==> src/rtl/imm_gen_pipe.sv <==
// RISC-V immediate generator with a registered output stage and a one-entry skid buffer.
// Output and skid entries both carry {valid, imm, illegal, tag}.
module imm_gen_pipe #(
  parameter int unsigned XLEN  = 32,
  parameter int unsigned TAG_W = 8
) (
  input  logic             clk,
  input  logic             rst_n,
  input  logic             flush,
  input  logic             in_valid,
  output logic             in_ready,
  input  logic [31:0]      in_inst,
  input  logic [2:0]       in_type,
  input  logic [TAG_W-1:0] in_tag,
  output logic             out_valid,
  input  logic             out_ready,
  output logic [XLEN-1:0]  out_imm,
  output logic [TAG_W-1:0] out_tag,
  output logic             out_illegal
);

  localparam int unsigned IMM_W = XLEN;

  typedef struct packed {
    logic             valid;
    logic [IMM_W-1:0] imm;
    logic             illegal;
    logic [TAG_W-1:0] tag;
  } entry_t;

  entry_t o_q, o_d;
  entry_t k_q, k_d;
  entry_t in_entry;

  logic [IMM_W-1:0] gen_imm;
  logic             gen_illegal;
  logic             accept;
  logic             fire;

  // Immediate extraction; every type code assigns a value
  always_comb begin
    gen_imm     = '0;
    gen_illegal = 1'b0;
    case (in_type)
      3'b000: gen_imm = IMM_W'($signed(in_inst[31:20]));
      3'b001: gen_imm = IMM_W'($signed({in_inst[31], in_inst[19:12], in_inst[20],
                                        in_inst[30:21], 1'b0}));
      3'b010: gen_imm = IMM_W'($signed({in_inst[31:12], 12'b0}));
      3'b011: gen_imm = IMM_W'($signed({in_inst[31], in_inst[7], in_inst[30:25],
                                        in_inst[11:8], 1'b0}));
      3'b100: gen_imm = IMM_W'($signed({in_inst[31:25], in_inst[11:7]}));
      3'b101: gen_imm = IMM_W'(in_inst[19:15]);
      3'b110: begin
        if (IMM_W == 64) gen_imm = IMM_W'(in_inst[25:20]);
        else             gen_imm = IMM_W'(in_inst[24:20]);
      end
      default: begin
        gen_imm     = '0;
        gen_illegal = 1'b1;
      end
    endcase
  end

  always_comb begin
    in_entry.valid   = 1'b1;
    in_entry.imm     = gen_imm;
    in_entry.illegal = gen_illegal;
    in_entry.tag     = in_tag;
  end

  assign accept = in_valid && in_ready && !flush;
  assign fire   = o_q.valid && out_ready;

  // Next-state: flush, then refill O (skid first to keep order), then park in K
  always_comb begin
    o_d = o_q;
    k_d = k_q;
    if (flush) begin
      o_d.valid = 1'b0;
      k_d.valid = 1'b0;
    end else if (!o_q.valid || fire) begin
      if (k_q.valid) begin
        o_d       = k_q;
        k_d.valid = 1'b0;
        if (accept) k_d = in_entry;
      end else if (accept) begin
        o_d = in_entry;
      end else begin
        o_d.valid = 1'b0;
      end
    end else if (accept) begin
      k_d = in_entry;
    end
  end

  // in_ready is kept as its own flop mirroring !K.valid
  always_ff @(posedge clk or negedge rst_n) begin
    if (!rst_n) begin
      o_q      <= '0;
      k_q      <= '0;
      in_ready <= 1'b1;
    end else begin
      o_q      <= o_d;
      k_q      <= k_d;
      in_ready <= !k_d.valid;
    end
  end

  assign out_valid   = o_q.valid;
  assign out_imm     = o_q.imm;
  assign out_tag     = o_q.tag;
  assign out_illegal = o_q.illegal;

endmodule

==> config.mk <==
export PLATFORM = sky130hd
export DESIGN_NAME = imm_gen_pipe
export DESIGN_NICKNAME = d
export VERILOG_FILES = /design/src/rtl/imm_gen_pipe.sv
export SDC_FILE = /design/constraint.sdc
export NUM_CORES = 1
export LEC_CHECK = 0
export CAP_MARGIN = 20
export CORE_MARGIN = 2
export CORE_UTILIZATION = 55
export DETAILED_ROUTE_END_ITERATION = 10
export PLACE_DENSITY = 0.88
export SYNTH_ARGS = -nofsm -noshare
export SYNTH_HDL_FRONTEND = slang
export SYNTH_SLANG_ARGS = --single-unit
==> constraint.sdc <==
create_clock -name clk -period 3.4 [get_ports clk]
set_input_delay 0.51 -clock clk [delete_from_list [all_inputs] [get_ports clk]]
set_output_delay 0.51 -clock clk [all_outputs]
set_load 0.005 [all_outputs]
### Word level (Yosys, flattened, before mapping)

Cells that the tools add are included.
Widths: inputs -> output; s select.

| cells by class | value |
|---|---|
| equality and inequality tests | 7 |
| mux-type cells | 12 |
| bitwise operators | 1 |
| reductions and logical operators | 13 |

Operators by type and width:

| cell | number |
|---|---|
| $mux 42 | 6 |
| $pmux 32 s7 | 1 |
| $mux 41 | 1 |
| $eq 3x3->1 const B | 3 |
| $reduce_or 7->1 | 1 |
| $eq 3x2->1 const B | 2 |
| $reduce_and 3->1 | 2 |
| $mux 1 | 4 |
| $reduce_bool 2->1 | 2 |
| $eq 3x1->1 const B | 1 |
| $logic_and 1x1->1 | 3 |
| $logic_not 1->1 | 3 |
| $logic_not 3->1 | 1 |
| $ne 2x2->1 const B | 1 |
| $logic_or 1x1->1 | 1 |
| $not 1->1 | 1 |

| word-level totals | value |
|---|---|
| flip-flop bits (word level) | 85 |
| bits of input ports | 48 |
| output and inout port bits | 43 |

### Logic depth before layout (Yosys ltp)

Gate-level depths: netlist of the first run.

| logic depth | value |
|---|---|
| depth in word-level cells | 8 |
| gate-level depth with buffers | 7 |
| depth with buffers taken out | 4 |

### Worst setup path after synthesis of the first run

OpenSTA, ideal clock, no wires.

| timing | value |
|---|---|
| path type | in2reg |
| start | in in_valid |
| end | reg k_q[3] in the netlist's numbering |
| arrival time | 1414 ps |
| required time | 3275 ps |
| slack | 1861 ps |
| cell stages on the path | 5 |
| buffers on the path | 2 |
| cells stage by stage | and2_1 o211ai_1 buf_2 buf_6 mux2_4 |

| on the way | value |
|---|---|
| cells in the longest elaborated chain, start to end | 3 |

RTL lines:

| item | line | text |
|---|---|---|
| from (decl) | 10 | `input logic in_valid,` |
| $logic_and 1x1->1 (2 in series) | 71 | `assign accept = in_valid && in_ready && !flush;` |
| $reduce_and 3->1 (no source line) | - |  |
| to (signal assigned) | 104 | `k_q <= k_d;` |
| to (decl) | 32 | `entry_t k_q, k_d;` |

No other way between the ends.
A chain may end at the register's enable or synchronous reset.

### Final worst setup path of the first run

| timing | value |
|---|---|
| start | reg k_q[41] in the netlist's numbering |
| end | reg o_q (netlist bit out_imm[20]) |

| on the way | value |
|---|---|
| cells in the longest elaborated chain, start to end | 2 |
| elaborated cells on any way between the ends | 3 |
| those cells by class | 1 x mux; 2 x reduce/logical |

RTL lines:

| item | line | text |
|---|---|---|
| $reduce_bool 2->1 (no source line) | - |  |
| $reduce_and 3->1 (no source line) | - |  |
| to (signal assigned) | 99 | `o_q <= '0;` |
| to (signal assigned) | 103 | `o_q <= o_d;` |
| to (decl) | 31 | `entry_t o_q, o_d;` |

Parallel ways exist; a longest one is shown, timed or not.

==> impl_metrics.env, run 1 <==
export IMPL_worst_skew_pair_late_latency_ps=360
export IMPL_dp_hpwl_um=6900
export IMPL_grt_first_pass_wirelength_um=17610
export IMPL_netlist_area_leader_share=0.4911
export IMPL_post_route_cells_drive_above_1_share=0.08571
export IMPL_ys_ff_latch=85
export IMPL_design_portCount=91
export IMPL_kind_of_start_point_of_the_critical_path="flop"
export IMPL_fmax_mhz=397.1
export IMPL_synth_top_cell_by_area="dfrtp_1"
export IMPL_timing_final_crit_period_ps=2518
export IMPL_final_hold_worst_slack_ps=66.68
export IMPL_netlist_cell_type_count=41
export IMPL_core_area_sq_um=7647
export IMPL_synth_top_cells_by_count="84 x dfrtp_1, 79 x nand2_1, 39 x o21ai_0"
export IMPL_path_clk_slew_ps=90
export IMPL_synth_top_flop_cell="dfrtp_1"
export IMPL_cts_sinks=85
export IMPL_worstPathMaxFanout=30
export IMPL_clock_root_buffer="clkbuf_8"
export IMPL_grt_overflow_total=0
export IMPL_critical_path_class="reg2reg"
export IMPL_netlist_area_sq_um=4280
export IMPL_setup_total_negative_slack_ps=0
export IMPL_initial_utilization=0.5597
export IMPL_route_detailed_drc=0
export IMPL_fp_dieArea_sq_um=8505
export IMPL_ctsHoldBuffers=0
export IMPL_post_cts_setup_buffers=0
export IMPL_timing_max_cap_violations=0
export IMPL_crit_arrival_ps=2790
export IMPL_wl_per_cell_um=16.94
export IMPL_post_route_period_util=0.7407
export IMPL_cts_inserted_buffers=9
export IMPL_floorplan_die_width_um=92.22
export IMPL_drt_iter0_markers=261
export IMPL_power_density_cell_area_nw_per_um2=525.3
export IMPL_yosysWarningCount=0
export IMPL_htree_num_levels=3
export IMPL_final_fill_count=602
export IMPL_postLayoutCellArea_sq_um=5325
export IMPL_end_kind="flop"
export IMPL_leakage_nw=2.211
export IMPL_placement_cell_area_sq_um=5065
export IMPL_synthMostInstantiatedCell="dfrtp_1"
export IMPL_syn2layout_area_growth_pct=24.41
export IMPL_synth_area_top_cells="dfrtp_1 49%, nand2_1 6.9%, o21ai_0 4.6%"
export IMPL_timing_hold_violations_final=0
export IMPL_net_count_of_the_mapped_netlist=502
export IMPL_finalClockSkew_ps=6.363
export IMPL_regToRegStartpoint="k_q[41]$_DFF_PN0_"
export IMPL_final_setup_viol_count=0
export IMPL_detail_route_antenna_nets=0
export IMPL_dr_total_vias=3687
export IMPL_fin_nets=568
export IMPL_gp_routability_congestion=0.9433
export IMPL_totalWireLength_um=10620
export IMPL_synth_area_per_cell_sq_um=9.428
export IMPL_synth_edf_count=0
export IMPL_grt_total_usage=0.2627
export IMPL_tritoncts="built"
export IMPL_footprint_of_the_multi_input_gates_sq_um=1858
export IMPL_dr_pass1_iters=5
export IMPL_ff_latch_area_sq_um=2130
export IMPL_antenna_found_initial=0
export IMPL_io_buffers=83
export IMPL_cts_repair_resize_count=0
export IMPL_critPathLaunch="k_q[41]$_DFF_PN0_"
export IMPL_fp_row_count=32
export IMPL_ys_async_sr_fraction=1.000
export IMPL_vdd_ir_drop_worst_mv=0.2473
export IMPL_syn_inst=454
export IMPL_required_arrival_time_at_the_worst_endpoint_ps=3670
export IMPL_floorplan_die_height_um=92.22
export IMPL_yosysSeqAreaShare=0.4972
export IMPL_number_of_pins_exceeding_their_max_slew_limit_in_the_final_report=0
export IMPL_rsz_0062_raised_after_global_routing="false"
export IMPL_grt_pass1_vias=3648
export IMPL_outcome="finished, final reports clean"
export IMPL_cts_path_max_buffers=2
export IMPL_hold_path_class="in2async"
export IMPL_timing_slew_headroom=0.4862
export IMPL_slew_worst_pin_ps=768.8
export IMPL_count_of_inserted_antenna_diode_cells=0
export IMPL_via_density_per_instance=5.880
export IMPL_grt_start_max_net_pins=86
-- routing by layer --
layer	track usage	wire, um
met2	0.4363	5270
met1	0.3492	4569
met3	0.04026	586
met5	0	0
met4	0.1007	194
-- logic make-up after synthesis --
logic type,Yosys count,synth area share
AOI/OAI and AO/OA,140,0.1991
adders and majority gates,1,0.002339
buffers and inverters,50,0.06869
DFF,85,0.4972
muxes,18,0.05086
and+or+nand+nor,160,0.1818
-- critical path, cell delays in order (launching register included) --
cell	delay (ps)
dfrtp_2	820
a21oi_2	120
nor3_4	470
nand2_1	600
o211ai_1	390
-- sequential cells by signal (all words and copies together) (netlist names) --
| name | flops |
|---|---|
| out_valid | 1 |
| k_q | 42 |
| out_imm | 32 |
| out_illegal | 1 |
| in_ready | 1 |
| out_tag | 8 |
-- stage by stage --
| step | setup WS, ps | utilization | power (mW) | cells |
|---|---|---|---|---|
| 2_1_floorplan | 1861 | - | 1.646 | 454 |
| 3_3_place_gp | 773.2 | 0.6623 | 1.941 | 610 |
| 3_5_place_dp | 717.3 | 0.6623 | 1.978 | 610 |
| 4_1_cts | 859.4 | 0.6927 | 2.802 | 626 |
| 5_1_grt | 609.5 | 0.6963 | 2.935 | 627 |
| 6_report | 881.6 | 0.6963 | 2.797 | 627 |
-- cell usage in the layout, fill, tap and decap left out, drive strengths merged, types with 3 or more instances in the layout --
cell,Yosys,routed
o211ai,26,26
o21ai,58,58
a221oi,4,4
clkdlybuf4s50,0,82
mux2i,10,10
a31oi,3,3
nand3b,12,12
buf,27,10
clkbuf,10,11
nor2,16,16
nor3,9,9
nand3,21,21
o21a,6,6
nand2b,7,7
nor2b,6,6
a31o,4,4
a21oi,29,29
and2,5,5
mux2,8,8
nand2,79,79
dfrtp,84,84
a22o,4,4
a22oi,4,4
inv,12,13
-- cell type report --
type	instances	share of cell area
multi-input cells	319	0.3489
repair buffers	92	0.1743
well taps	102	0.02397
clock inverters	5	0.01527
inverters	13	0.009164
flip-flops and latches	85	0.3999
clock buffers	11	0.02843
-- report_power, final --
part           internal [mW]  leakage [nW]  total (mW)  switching, mW
Sequential              1.22          1.07        1.33          0.116
Clock                  0.455         0.116       0.836          0.381
Combinational          0.350          1.02       0.627          0.277
Total                   2.02          2.21        2.80          0.774
-- final timing paths --
path                       cells after the start  slack (ps)                 endpoint
setup / recovery                               4         880  out_imm[20]$_DFFE_PN0P_
hold / removal                                 1          70      k_q[17]$_DFFE_PN0P_
setup reg to reg                               4         880  out_imm[20]$_DFFE_PN0P_
hold reg to reg                                2         490      k_q[16]$_DFFE_PN0P_
max in group asynchronous                      2        2700       in_ready$_DFF_PN1_
min in group clk                               2         490      k_q[16]$_DFFE_PN0P_
Note: power is estimated with default switching activity, not from simulation.
==> run 2, diff against run 1 <==
--- a/config.mk
+++ b/config.mk
@@ -7,9 +7,9 @@
 export LEC_CHECK = 0
 export CAP_MARGIN = 20
 export CORE_MARGIN = 2
-export CORE_UTILIZATION = 55
+export CORE_UTILIZATION = 46
 export DETAILED_ROUTE_END_ITERATION = 10
-export PLACE_DENSITY = 0.88
+export PLACE_DENSITY = 0.79
 export SYNTH_ARGS = -nofsm -noshare
 export SYNTH_HDL_FRONTEND = slang
 export SYNTH_SLANG_ARGS = --single-unit
==> constraint.sdc (replaced) <==
create_clock -name clk -period 2.19 [get_ports clk]
set_input_delay 0.3285 -clock clk [delete_from_list [all_inputs] [get_ports clk]]
set_output_delay 0.3285 -clock clk [all_outputs]
set_load 0.005 [all_outputs]
==> run 2 against run 1 <==
Compared with the run above:
- global-route usage fell by 3.6 points
- die area rose by 19%
- critical path depth is 1 higher
- critical path type is now in2reg
- clock skew increased by 6.9 ps
==> impl_metrics.env, run 2 (synthesis gave the netlist of run 1 again) <==
export IMPL_htree_num_levels=3
export IMPL_dr_total_vias=3595
export IMPL_cts_path_max_buffers=2
export IMPL_core_area_sq_um=9153
export IMPL_grt_total_usage=0.2264
export IMPL_floorplan_die_width_um=100.5
export IMPL_via_density_per_instance=5.514
export IMPL_dp_hpwl_um=7309
export IMPL_gp_routability_congestion=0.8862
export IMPL_largest_register_ffs=42
export IMPL_grt_overflow_total=0
export IMPL_finalNonFillerCells=652
export IMPL_fin_nets=584
export IMPL_cts_repair_resize_count=0
export IMPL_route_detailed_drc=0
export IMPL_slew_worst_pin_ps=818.8
export IMPL_count_of_inserted_antenna_diode_cells=0
export IMPL_timing_hold_violations_final=0
export IMPL_timing_slew_headroom=0.4521
export IMPL_kind_of_start_point_of_the_critical_path="primary input"
export IMPL_fp_row_count=35
export IMPL_met3_usage=0.04508
export IMPL_wl_per_cell_um=16.33
export IMPL_footprint_of_the_multi_input_gates_sq_um=1858
export IMPL_registers_top_by_ff_count="k_q"
export IMPL_rsz_0062_raised_after_global_routing="false"
export IMPL_dr_pass1_iters=4
export IMPL_syn2layout_area_growth_pct=26.78
export IMPL_post_cts_setup_buffers=0
export IMPL_outcome="finished, final reports clean"
export IMPL_grt_start_max_net_pins=67
export IMPL_io_buffers=83
export IMPL_final_critical_path_setup_slack_ps=284.7
export IMPL_floorplan_die_height_um=100.5
export IMPL_grt_met1_usage=0.3092
export IMPL_finish_utilization=0.5929
export IMPL_antenna_found_initial=0
export IMPL_placed_cells=635
export IMPL_drt_iter0_markers=246
export IMPL_critical_path_cell_chain="clkdlybuf4s50_1, nand2_1, nor2_1, nor2_1, o21ai_0"
export IMPL_cts_inserted_buffers=9
export IMPL_crit_path_max_incr_delay_ps=650
export IMPL_power_density_cell_area_nw_per_um2=780.6
export IMPL_timing_max_cap_violations=0
export IMPL_leakage_nw=2.264
export IMPL_finalClockSkew_ps=13.28
export IMPL_design_power_total_mw=4.236
export IMPL_final_common_cell="dfrtp_1"
export IMPL_post_route_period_util=0.8700
export IMPL_global_route_hottest_layer="met2"
export IMPL_crit_arrival_ps=2180
export IMPL_grt_first_pass_wirelength_um=18080
export IMPL_hold_path_class="in2async"
export IMPL_initial_utilization=0.4677
export IMPL_design_portCount=91
export IMPL_grt_pass1_vias=3725
export IMPL_setup_total_negative_slack_ps=0
export IMPL_worst_skew_pair_late_latency_ps=360
export IMPL_vdd_ir_drop_worst_mv=0.3583
export IMPL_ff_latch_area_sq_um=2130
export IMPL_tritoncts="built"
export IMPL_detail_route_antenna_nets=0
export IMPL_pre_cts_slack_ps=-92.85
export IMPL_end_kind="flop"
export IMPL_timing_final_crit_period_ps=1905
export IMPL_number_of_pins_exceeding_their_max_slew_limit_in_the_final_report=0
export IMPL_clock_root_buffer="clkbuf_8"
export IMPL_cpMaxStageDelayCell="clkdlybuf4s50_1"
export IMPL_final_setup_viol_count=0
export IMPL_worstPathMaxFanout=12
export IMPL_totalWireLength_um=10650
export IMPL_path_clk_slew_ps=100
export IMPL_fp_dieArea_sq_um=10090
export IMPL_critical_path_most_common_cell="nor2_1"
export IMPL_cts_sinks=85
export IMPL_post_route_cells_drive_above_1_share=0.1109
export IMPL_required_arrival_time_at_the_worst_endpoint_ps=2460
export IMPL_commonest_cells_after_routing_fill_and_taps_aside="83 x dfrtp_1, 82 x clkdlybuf4s50_1, 79 x nand2_1"
export IMPL_groute_layer_met2_usage=0.3707
export IMPL_critical_path_class="in2reg"
export IMPL_final_fill_count=772
export IMPL_fmax_mhz=524.9
==> run 2: path summary, 6_finish.rpt <==
path / endpoint / cells past startpoint / slack, ps / start
max in group asynchronous: k_q[40]$_DFFE_PN0P_ / 3 / 1010 / rst_n
min: out_imm[15]$_DFFE_PN0P_ / 2 / 490 / rst_n
max: k_q[29]$_DFFE_PN0P_ / 5 / 280 / in_type[0]
max reg2reg: out_imm[19]$_DFFE_PN0P_ / 5 / 310 / k_q[41]$_DFF_PN0_
min in group clk: k_q[12]$_DFFE_PN0P_ / 2 / 490 / k_q[12]$_DFFE_PN0P_
min reg2reg: k_q[12]$_DFFE_PN0P_ / 2 / 490 / k_q[12]$_DFFE_PN0P_
==> run 2: power breakdown <==
group          internal (mW)  total, mW  switching (mW)
Combinational          0.562      0.996           0.434
Sequential              1.89       2.07           0.177
Clock                  0.566       1.17           0.606
Total                   3.02       4.24            1.22
==> run 2: area by class of cell <==
| cell class | count | share of cell area |
|---|---|---|
| Clock buffer | 10 | 0.02536 |
| Timing Repair Buffer | 108 | 0.1923 |
| Inverter | 13 | 0.008992 |
| Sequential cell | 85 | 0.3924 |
| Clock inverter | 6 | 0.01291 |
| Multi-Input combinational cell | 319 | 0.3424 |
| Tap cell | 111 | 0.02559 |
==> run 2: routing by layer <==
metal / wire, um / share of wire
met5: 0 / 0
met4: 124 / 0.012
met3: 553 / 0.052
met2: 4977 / 0.47
met1: 4991 / 0.47
==> run 2: critical path, delay by kind of cell <==
family | cells | cell delay, ps
buffers and inverters | 1 | 650
AND/OR/NAND/NOR | 3 | 980
AO/OA/AOI/OAI | 1 | 220
==> run 2: timing repair <==
action | CTS | global route
endpoints found under the setup margin | 0 | 0
endpoints found under the hold margin | 38 | 0
hold buffers | 1 | 0
==> run 2: through the flow <==
stage | hold slack (ps) | cell area, sq um
floorplan | 32.91 | 4280
global placement | 335.9 | 5209
detailed placement | 341.2 | 5209
CTS | 489.7 | 5426
global route | 515.3 | 5426
finish | 486.6 | 5426
